==> src/rtl/mem_access.sv <==
// RV32I memory-access stage: ALU result in, req/gnt/rvalid bus for loads and stores,
// aligned/extended result or access exception out to writeback over valid/ready.
module mem_access #(
    parameter int unsigned TIMEOUT = 255
) (
    input  logic        clk,
    input  logic        rst_n,
    input  logic        in_valid,
    output logic        in_ready,
    input  logic [31:0] in_alu_result,
    input  logic [31:0] in_store_data,
    input  logic        in_mem_en,
    input  logic        in_mem_we,
    input  logic [2:0]  in_funct3,
    input  logic [4:0]  in_rd,
    input  logic        in_rd_we,
    output logic        out_valid,
    input  logic        out_ready,
    output logic [31:0] out_data,
    output logic [4:0]  out_rd,
    output logic        out_rd_we,
    output logic        out_exc,
    output logic [3:0]  out_exc_code,
    output logic        mem_req,
    input  logic        mem_gnt,
    output logic [31:0] mem_addr,
    output logic        mem_we,
    output logic [31:0] mem_wdata,
    output logic [3:0]  mem_wstrb,
    input  logic        mem_rvalid,
    input  logic [31:0] mem_rdata
);

    localparam int unsigned   CW      = (TIMEOUT > 1) ? $clog2(TIMEOUT + 1) : 1;
    localparam logic [CW-1:0] TO_LAST = CW'((TIMEOUT > 0) ? TIMEOUT - 1 : 0);
    localparam logic          TO_EN   = (TIMEOUT != 0);

    typedef enum logic [1:0] {
        IDLE = 2'd0,
        REQ  = 2'd1,
        RESP = 2'd2,
        DONE = 2'd3
    } state_t;

    // Unsupported funct3 encodings fall through to the word case.
    function automatic logic [31:0] load_align(input logic [31:0] rdata,
                                               input logic [1:0]  off,
                                               input logic [2:0]  f3);
        logic [31:0] sh;
        sh = rdata >> {off, 3'b000};
        case (f3)
            3'b000:  load_align = {{24{sh[7]}}, sh[7:0]};
            3'b001:  load_align = {{16{sh[15]}}, sh[15:0]};
            3'b100:  load_align = {24'h00_0000, sh[7:0]};
            3'b101:  load_align = {16'h0000, sh[15:0]};
            default: load_align = sh;
        endcase
    endfunction

    state_t        state_q, state_d;
    logic          bubble_q, bubble_d;
    logic [CW-1:0] cnt_q, cnt_d;
    logic [31:0]   addr_q, addr_d;
    logic          we_q, we_d;
    logic [2:0]    f3_q, f3_d;
    logic [4:0]    rd_q, rd_d;
    logic          rd_we_q, rd_we_d;
    logic [31:0]   wdata_q, wdata_d;
    logic [3:0]    wstrb_q, wstrb_d;
    logic [31:0]   odata_q, odata_d;
    logic [4:0]    ord_q, ord_d;
    logic          ord_we_q, ord_we_d;
    logic          oexc_q, oexc_d;
    logic [3:0]    ocode_q, ocode_d;

    logic          in_ready_s, xfer_s, is_byte_s, is_half_s, mis_s, st_ok_s;
    logic [1:0]    off_s;
    logic [31:0]   acc_wdata_s;
    logic [3:0]    acc_wstrb_s;

    // Accept-time decode: size, misalignment and store lane placement.
    always_comb begin
        in_ready_s  = (state_q == IDLE) | ((state_q == DONE) & ~bubble_q & out_ready);
        xfer_s      = in_valid & in_ready_s;
        off_s       = in_alu_result[1:0];
        is_byte_s   = (in_funct3[1:0] == 2'b00);
        is_half_s   = (in_funct3[1:0] == 2'b01);
        mis_s       = (is_half_s & off_s[0]) | (~is_byte_s & ~is_half_s & (off_s != 2'b00));
        st_ok_s     = in_mem_en & in_mem_we & ~mis_s;
        acc_wdata_s = 32'h0000_0000;
        acc_wstrb_s = 4'b0000;
        if (st_ok_s) begin
            if (is_byte_s) begin
                acc_wdata_s = {4{in_store_data[7:0]}};
                acc_wstrb_s = 4'b0001 << off_s;
            end else if (is_half_s) begin
                acc_wdata_s = {2{in_store_data[15:0]}};
                acc_wstrb_s = 4'b0011 << off_s;
            end else begin
                acc_wdata_s = in_store_data;
                acc_wstrb_s = 4'b1111;
            end
        end else begin
            acc_wdata_s = 32'h0000_0000;
            acc_wstrb_s = 4'b0000;
        end
    end

    // Next-state and result capture; out_* registers load only on entry into DONE.
    always_comb begin
        state_d  = state_q;
        bubble_d = 1'b0;
        cnt_d    = cnt_q;
        addr_d   = addr_q;
        we_d     = we_q;
        f3_d     = f3_q;
        rd_d     = rd_q;
        rd_we_d  = rd_we_q;
        wdata_d  = wdata_q;
        wstrb_d  = wstrb_q;
        odata_d  = odata_q;
        ord_d    = ord_q;
        ord_we_d = ord_we_q;
        oexc_d   = oexc_q;
        ocode_d  = ocode_q;
        case (state_q)
            IDLE, DONE: begin
                if (xfer_s) begin
                    addr_d  = in_alu_result;
                    we_d    = in_mem_en & in_mem_we;
                    f3_d    = in_funct3;
                    rd_d    = in_rd;
                    rd_we_d = in_rd_we;
                    wdata_d = acc_wdata_s;
                    wstrb_d = acc_wstrb_s;
                    cnt_d   = '0;
                    if (!in_mem_en) begin
                        state_d  = DONE;
                        bubble_d = (state_q == DONE);
                        odata_d  = in_alu_result;
                        ord_d    = in_rd;
                        ord_we_d = in_rd_we;
                        oexc_d   = 1'b0;
                        ocode_d  = 4'd0;
                    end else if (mis_s) begin
                        state_d  = DONE;
                        bubble_d = (state_q == DONE);
                        odata_d  = in_alu_result;
                        ord_d    = in_rd;
                        ord_we_d = 1'b0;
                        oexc_d   = 1'b1;
                        ocode_d  = in_mem_we ? 4'd6 : 4'd4;
                    end else begin
                        state_d = REQ;
                    end
                end else if ((state_q == DONE) && !bubble_q && out_ready) begin
                    state_d = IDLE;
                end else begin
                    state_d = state_q;
                end
            end
            REQ: begin
                if (mem_gnt) begin
                    cnt_d = '0;
                    if (we_q) begin
                        state_d  = DONE;
                        odata_d  = 32'h0000_0000;
                        ord_d    = rd_q;
                        ord_we_d = 1'b0;
                        oexc_d   = 1'b0;
                        ocode_d  = 4'd0;
                    end else begin
                        state_d = RESP;
                    end
                end else if (TO_EN && (cnt_q == TO_LAST)) begin
                    state_d  = DONE;
                    odata_d  = addr_q;
                    ord_d    = rd_q;
                    ord_we_d = 1'b0;
                    oexc_d   = 1'b1;
                    ocode_d  = we_q ? 4'd7 : 4'd5;
                end else begin
                    cnt_d = cnt_q + CW'(1);
                end
            end
            RESP: begin
                if (mem_rvalid) begin
                    state_d  = DONE;
                    odata_d  = load_align(mem_rdata, addr_q[1:0], f3_q);
                    ord_d    = rd_q;
                    ord_we_d = rd_we_q;
                    oexc_d   = 1'b0;
                    ocode_d  = 4'd0;
                end else if (TO_EN && (cnt_q == TO_LAST)) begin
                    state_d  = DONE;
                    odata_d  = addr_q;
                    ord_d    = rd_q;
                    ord_we_d = 1'b0;
                    oexc_d   = 1'b1;
                    ocode_d  = 4'd5;
                end else begin
                    cnt_d = cnt_q + CW'(1);
                end
            end
            default: begin
                state_d = IDLE;
            end
        endcase
    end

    // State and datapath registers.
    always_ff @(posedge clk or negedge rst_n) begin
        if (!rst_n) begin
            state_q  <= IDLE;
            bubble_q <= 1'b0;
            cnt_q    <= '0;
            addr_q   <= 32'h0000_0000;
            we_q     <= 1'b0;
            f3_q     <= 3'b000;
            rd_q     <= 5'd0;
            rd_we_q  <= 1'b0;
            wdata_q  <= 32'h0000_0000;
            wstrb_q  <= 4'b0000;
            odata_q  <= 32'h0000_0000;
            ord_q    <= 5'd0;
            ord_we_q <= 1'b0;
            oexc_q   <= 1'b0;
            ocode_q  <= 4'd0;
        end else begin
            state_q  <= state_d;
            bubble_q <= bubble_d;
            cnt_q    <= cnt_d;
            addr_q   <= addr_d;
            we_q     <= we_d;
            f3_q     <= f3_d;
            rd_q     <= rd_d;
            rd_we_q  <= rd_we_d;
            wdata_q  <= wdata_d;
            wstrb_q  <= wstrb_d;
            odata_q  <= odata_d;
            ord_q    <= ord_d;
            ord_we_q <= ord_we_d;
            oexc_q   <= oexc_d;
            ocode_q  <= ocode_d;
        end
    end

    // A quick op accepted while DONE is handshaking parks one cycle with out_valid low.
    assign in_ready     = in_ready_s;
    assign out_valid    = (state_q == DONE) & ~bubble_q;
    assign out_data     = odata_q;
    assign out_rd       = ord_q;
    assign out_rd_we    = ord_we_q;
    assign out_exc      = oexc_q;
    assign out_exc_code = ocode_q;
    assign mem_req      = (state_q == REQ);
    assign mem_addr     = {addr_q[31:2], 2'b00};
    assign mem_we       = we_q;
    assign mem_wdata    = wdata_q;
    assign mem_wstrb    = wstrb_q;

endmodule
==> config.mk <==
export PLATFORM = sky130hd
export DESIGN_NAME = mem_access
export DESIGN_NICKNAME = d
export VERILOG_FILES = /design/src/rtl/mem_access.sv
export SDC_FILE = /design/constraint.sdc
export NUM_CORES = 1
export LEC_CHECK = 0
export CAP_MARGIN = 40
export CORE_MARGIN = 10
export CORE_UTILIZATION = 45
export DETAILED_ROUTE_END_ITERATION = 8
export PLACE_DENSITY = 0.78
export REMOVE_ABC_BUFFERS = 1
export SLEW_MARGIN = 20
export SYNTH_ARGS = -nofsm -noshare
export SYNTH_HDL_FRONTEND = slang
export SYNTH_SLANG_ARGS = --single-unit
export TNS_END_PERCENT = 5
==> constraint.sdc <==
create_clock -name clk -period 3.5 [get_ports clk]
set_clock_uncertainty 0.05 [all_clocks]
set_input_delay 0.35 -clock clk [delete_from_list [all_inputs] [get_ports clk]]
set_output_delay 0.35 -clock clk [all_outputs]
set_load 0.02 [all_outputs]
; ---- Word level (Yosys, flattened, before mapping)
; Cells that the tools add are included.
; Widths: inputs -> output; s select.
[op_classes]
addsub = 1
eq_ne = 15
shifts = 3
n_mux = 67
bitwise = 14
reduce_logical = 12
[ops]
columns = cell, count
row1 = $mux 32, 10
row2 = $pmux 32 s4, 1
row3 = $pmux 32 s3, 1
row4 = $mux 4, 11
row5 = $mux 5, 7
row6 = $mux 8, 4
row7 = $shr 32x5->32, 1
row8 = $pmux 8 s3, 1
row9 = $mux 1, 18
row10 = $mux 2, 9
row11 = $pmux 5 s3, 1
row12 = $pmux 4 s3, 1
row13 = $ne 3x3->1 const B, 3
row14 = $add 8x1->8 const B, 1
row15 = $and 1x1->1, 8
row16 = $eq 8x8->1 const B, 1
row17 = $eq 3x3->1 const B, 2
row18 = $pmux 1 s3, 2
row19 = $pmux 2 s3, 1
row20 = $reduce_and 5->1, 1
row21 = $eq 2x1->1 const B, 2
row22 = $eq 2x2->1 const B, 2
row23 = $logic_not 2->1, 2
row24 = $ne 2x2->1 const B, 2
row25 = other kinds (14), 20
[totals]
ff_bits = 132
inputBits = 113
output_inout_bits = 115

; ---- Depth between registers and ports, before layout
[logic_depth]
ltp_word = 9
depth_mapped = 10
mapped_depth_nobuf = 7

; ---- Least setup slack after synthesis
; No wires, ideal clock.
[synth_path]
kind = reg2reg
from = register state_q[0]
to = register odata_q[13] (netlist: out_data[13])
setup_ps = 121
arrival_time_ps = 2214
t_required_ps = 3329
slack_ps = 1115
stages_incl_launch_ff = 11
path_cell_list = dfrtp_1 -> inv_1 -> ha_1 -> buf_2 -> nor2_1 -> a21oi_1 -> nor2b_1 -> o21ai_1 -> clkbuf_1 -> clkbuf_1 -> a22o_1
[synth_via]
elab_chain_len = 7
word_cells_on_any_way = 14
classes_between = 6 x eq/ne / 1 x mux / 4 x bitwise / 3 x reduce/logical
[synth_lines]
columns = item, line
row1 = from (decl), 60  ; state_t state_q, state_d;
row2 = from (signal assigned), 230  ; state_q <= state_d;
row3 = $eq 2x2->1, "83, 126"
row4 = $and 1x1->1 (2 in series), 83  ; in_ready_s = (state_q == IDLE) | ((state_q == DONE) & ~bubble_q & out_ready);
row5 = $or 1x1->1, 83
row6 = $and 1x1->1, 84  ; xfer_s = in_valid & in_ready_s;
row7 = $ne 2x2->1 (no source line), --
row8 = $reduce_and 3->1 (no source line), --
row9 = to (signal assigned), 240  ; odata_q <= odata_d;
row10 = to (decl), 70  ; logic [31:0] odata_q, odata_d;
; Several ways; a longest one is shown, not always the timed one.
; A chain may end at the register's enable or synchronous reset.

; ---- Worst setup path after layout
[layout_path]
from = register state_q[0]
to = register odata_q[27] (netlist: out_data[27])
; The elaborated chain is that of the path after synthesis.

==> results.py <==
metrics = {
    "synth": {
        "synth-xor-area-share_pct": 0,
        "synth_fa_ha_area_share_pct": 1.78,
        "avgSynthCellArea_sq_um": 9.43,
        "ys_seq_area_share_pct": 46.6,
        "muxShareOfSynthArea_pct": 8.02,
        "yosysWarnings": 0,
        "syn-cell-area_sq_um": 7040,
        "synth-compound-area-share_pct": 20.6,
        "yosys.area_share.simple_pct": 15.3,
        "synth_top_cell_by_area": "dfrtp_1",
        "synth-main-ff-cell": "dfrtp_1",
        "synthCells": 746,
        "async_flop_share_pct": 100,
        "synth.area.top_cells": "dfrtp_1 47%, nand2_1 8.6%, mux2i_1 5.0%, o21ai_0 3.9%, buf_4 3.5%",
        "synth-edff-count": 0,
        "synth_top_family_by_area": "compound AO/OA/AOI/OAI gates",
        "ys_ff_latch": 131,
        "yosysUniqueCellTypes": 60,
        "yosysTopAreaCellShare_pct": 46.6,
    },
    "sta": {
        "fin_tns_setup_ps": 0,
        "slew_headroom_pct": 51.2,
        "fmax_ghz": 0.359,
        "maxSlewViolCount": 0,
        "min_period_ps": 2790,
        "finalCritPeriodShare_pct": 79.7,
        "fin_hold_ws_ps": 245,
        "rsz0062_at_grt": "false",
        "setup_viol": 0,
        "hold_violations": 0,
        "tightest_slew_ps": 730,
    },
    "setup_path": {
        "endpoint": "out_data[27]$_DFFE_PN0P_",
        "slowest_stage": "ha_1",
        "cp-start-kind": "register",
        "regToRegSetupSlack_ps": 710,
        "end_kind": "register",
        "r2r-start": "state_q[0]$_DFFE_PN0P_",
        "path_buf_inv": 3,
        "worst-setup-path-type": "reg -> reg",
        "slowest_delay_ps": 600,
        "r2r_cells": 8,
        "critPathLaunch": "state_q[0]$_DFFE_PN0P_",
        "cp_num_cells": 8,
        "path_max_fanout": 24,
        "cp.required_ps": 3750,
        "worstPathCellList": "inv_1, ha_1, inv_2, a41o_1, nor2b_2, o21ai_4, buf_16, a221o_1",
        "cp.arrival_ps": 3040,
        "critPathTopFamily": "compound AO/OA/AOI/OAI gates",
        "r2r-end": "out_data[27]$_DFFE_PN0P_",
    },
    "power": {
        "p_leak_nw": 4.39,
        "powerDensity_nw_per_um2": 945,
        "ir_drop_mv": 0.470,
    },
    "global_route": {
        "grt_usage_pct": 22.9,
        "grt_max_degree": 86,
        "grt_pass1_wl_microns": 39000,
        "antenna_found_initial": 3,
        "overflow": 0,
        "grt_pass1_vias": 6671,
    },
    "drt": {
        "wl_per_cell_microns": 21.5,
        "postRouteAntennaNets": 0,
        "wl_microns": 24800,
        "vias_per_cell": 5.69,
        "drc": 0,
        "via_count": 6567,
        "first_pass_iters": 5,
        "dr.first_iter.drc_count": 554,
    },
    "clock_tree": {
        "clk_latency_ps": 420,
        "cts_tree": "done",
        "clkTransAtPathRegs_ps": 60,
        "cts_buffers": 17,
        "clock_tree.buffer_depth": 2,
        "cts_setup_buffers": 0,
        "root_buffer": "clkbuf_16",
        "cts_sinks": 131,
        "htree_levels": 4,
    },
    "floorplanning": {
        "initial_core_util_pct": 46.1,
        "dieWidth_microns": 145,
        "core_area_sq_um": 15300,
        "io-pin-count": 228,
        "rows": 45,
        "die_h_microns": 145,
        "die-area_sq_um": 21000,
    },
    "cells_and_area": {
        "layout.nets": 1057,
        "antenna_cells": 0,
        "synthToLayoutAreaGrowth_pct": 41.0,
        "layout_commonest_cell": "clkdlybuf4s50_1",
        "final_cell_mix": "223 x clkdlybuf4s50_1, 162 x nand2_1, 131 x dfrtp_1",
        "final_core_util_pct": 65.0,
        "drive_gt1_share_pct": 8.26,
        "n_fill_cell": 1226,
    },
    "placement": {
        "place_congestion": 0.881,
        "io_buffers": 224,
        "hpwlAfterDp_microns": 18200,
    },
    "outcome": {
        "status": "finished, final reports clean",
    },
    "flow_run": {
        "maxCapViolCount": 0,
    },
    "hold_path": {
        "hold_class": "in -> async",
    },
}
[stage by stage]
step | setup slack, ps | power (W) | area, sq um | std cells
2_1_floorplan | -3170 | 0.00526 | 6580 | 666
3_3_place_gp | 735 | 0.00744 | 9270 | 1121
3_5_place_dp | 663 | 0.00762 | 9320 | 1124
4_1_cts | 752 | 0.00939 | 9890 | 1154
5_1_grt | 515 | 0.00991 | 9920 | 1155
6_report | 712 | 0.00937 | 9920 | 1155
[logic make-up (layout without fill, tap and decap cells)]
kind of cell	count (synthesis)	after routing
compound gates	203	203
buf+inv	103	299
simple gates	246	246
mux	52	52
other cells	1	3
flops	131	131
fa+ha+maj	10	10
[cell type report]
cell class / instances / area, sq um / area share [%]
sequential: 131 / 3280 / 33.1
multi-input combinational: 514 / 3240 / 32.7
timing repair buffer: 249 / 2490 / 25.1
clock buffer: 24 / 482 / 4.86
tap: 211 / 264 / 2.66
inverter: 21 / 78.8 / 0.795
clock inverter: 5 / 77.6 / 0.782
[sequential cells by signal (all words and copies together) (netlist names), 2 cells and up]
signal and flops:
rd_q 5, addr_q 32, out_exc_code 3, state_q 2, cnt_q 8, mem_wdata 32, out_data 32, out_rd 5
f3_q 3, mem_wstrb 4
[how the worst min path moves through the flow]
stage / from / endpoint / slack [ps] / depth (start not counted)
6_report: rst_n / addr_q[13]$_DFFE_PN0P_ / 240 / 2
5_1_grt: rst_n / addr_q[13]$_DFFE_PN0P_ / 240 / 2
4_1_cts: in_funct3[2] / f3_q[2]$_DFFE_PN0P_ / 420 / 3
3_5_place_dp: rst_n / addr_q[24]$_DFFE_PN0P_ / 420 / 1
3_3_place_gp: rd_we_q$_DFFE_PN0P_ / rd_we_q$_DFFE_PN0P_ / 410 / 2
2_1_floorplan: rst_n / addr_q[0]$_DFFE_PN0P_ / 4 / 0
[layer usage]
metal	GRT usage, %	vias up	routed length, microns
met1	28.6	3183	10200
li1	-	3014	-
met4	5.06	4	292
met3	8.97	31	2730
met2	36.4	335	11600
met5	0	-	26
[cell usage after synthesis, drive strengths merged (12+ instances only)]
master / number
dfrtp: 131
o21ai: 56
buf: 47
nor2: 29
a221o: 12
a22o: 21
nand2: 162
clkbuf: 35
mux2i: 35
mux2: 15
inv: 19
a221oi: 13
a21oi: 29
[timing repair]
action,4_1_cts,5_1_grt
gates resized for setup,0,0
hold buffers,1,0
endpoints found under the setup margin,0,0
hold endpoints to repair,59,0
[report_power, final]
part	total [W]	internal [W]	switching (W)	leakage, nW
combinational	0.00501	0.00218	0.00283	2.40
clock	0.00173	0.00109	0.000639	0.272
sequential	0.00264	0.00214	0.000492	1.71
No activity file was read; power rests on OpenSTA's default activity.
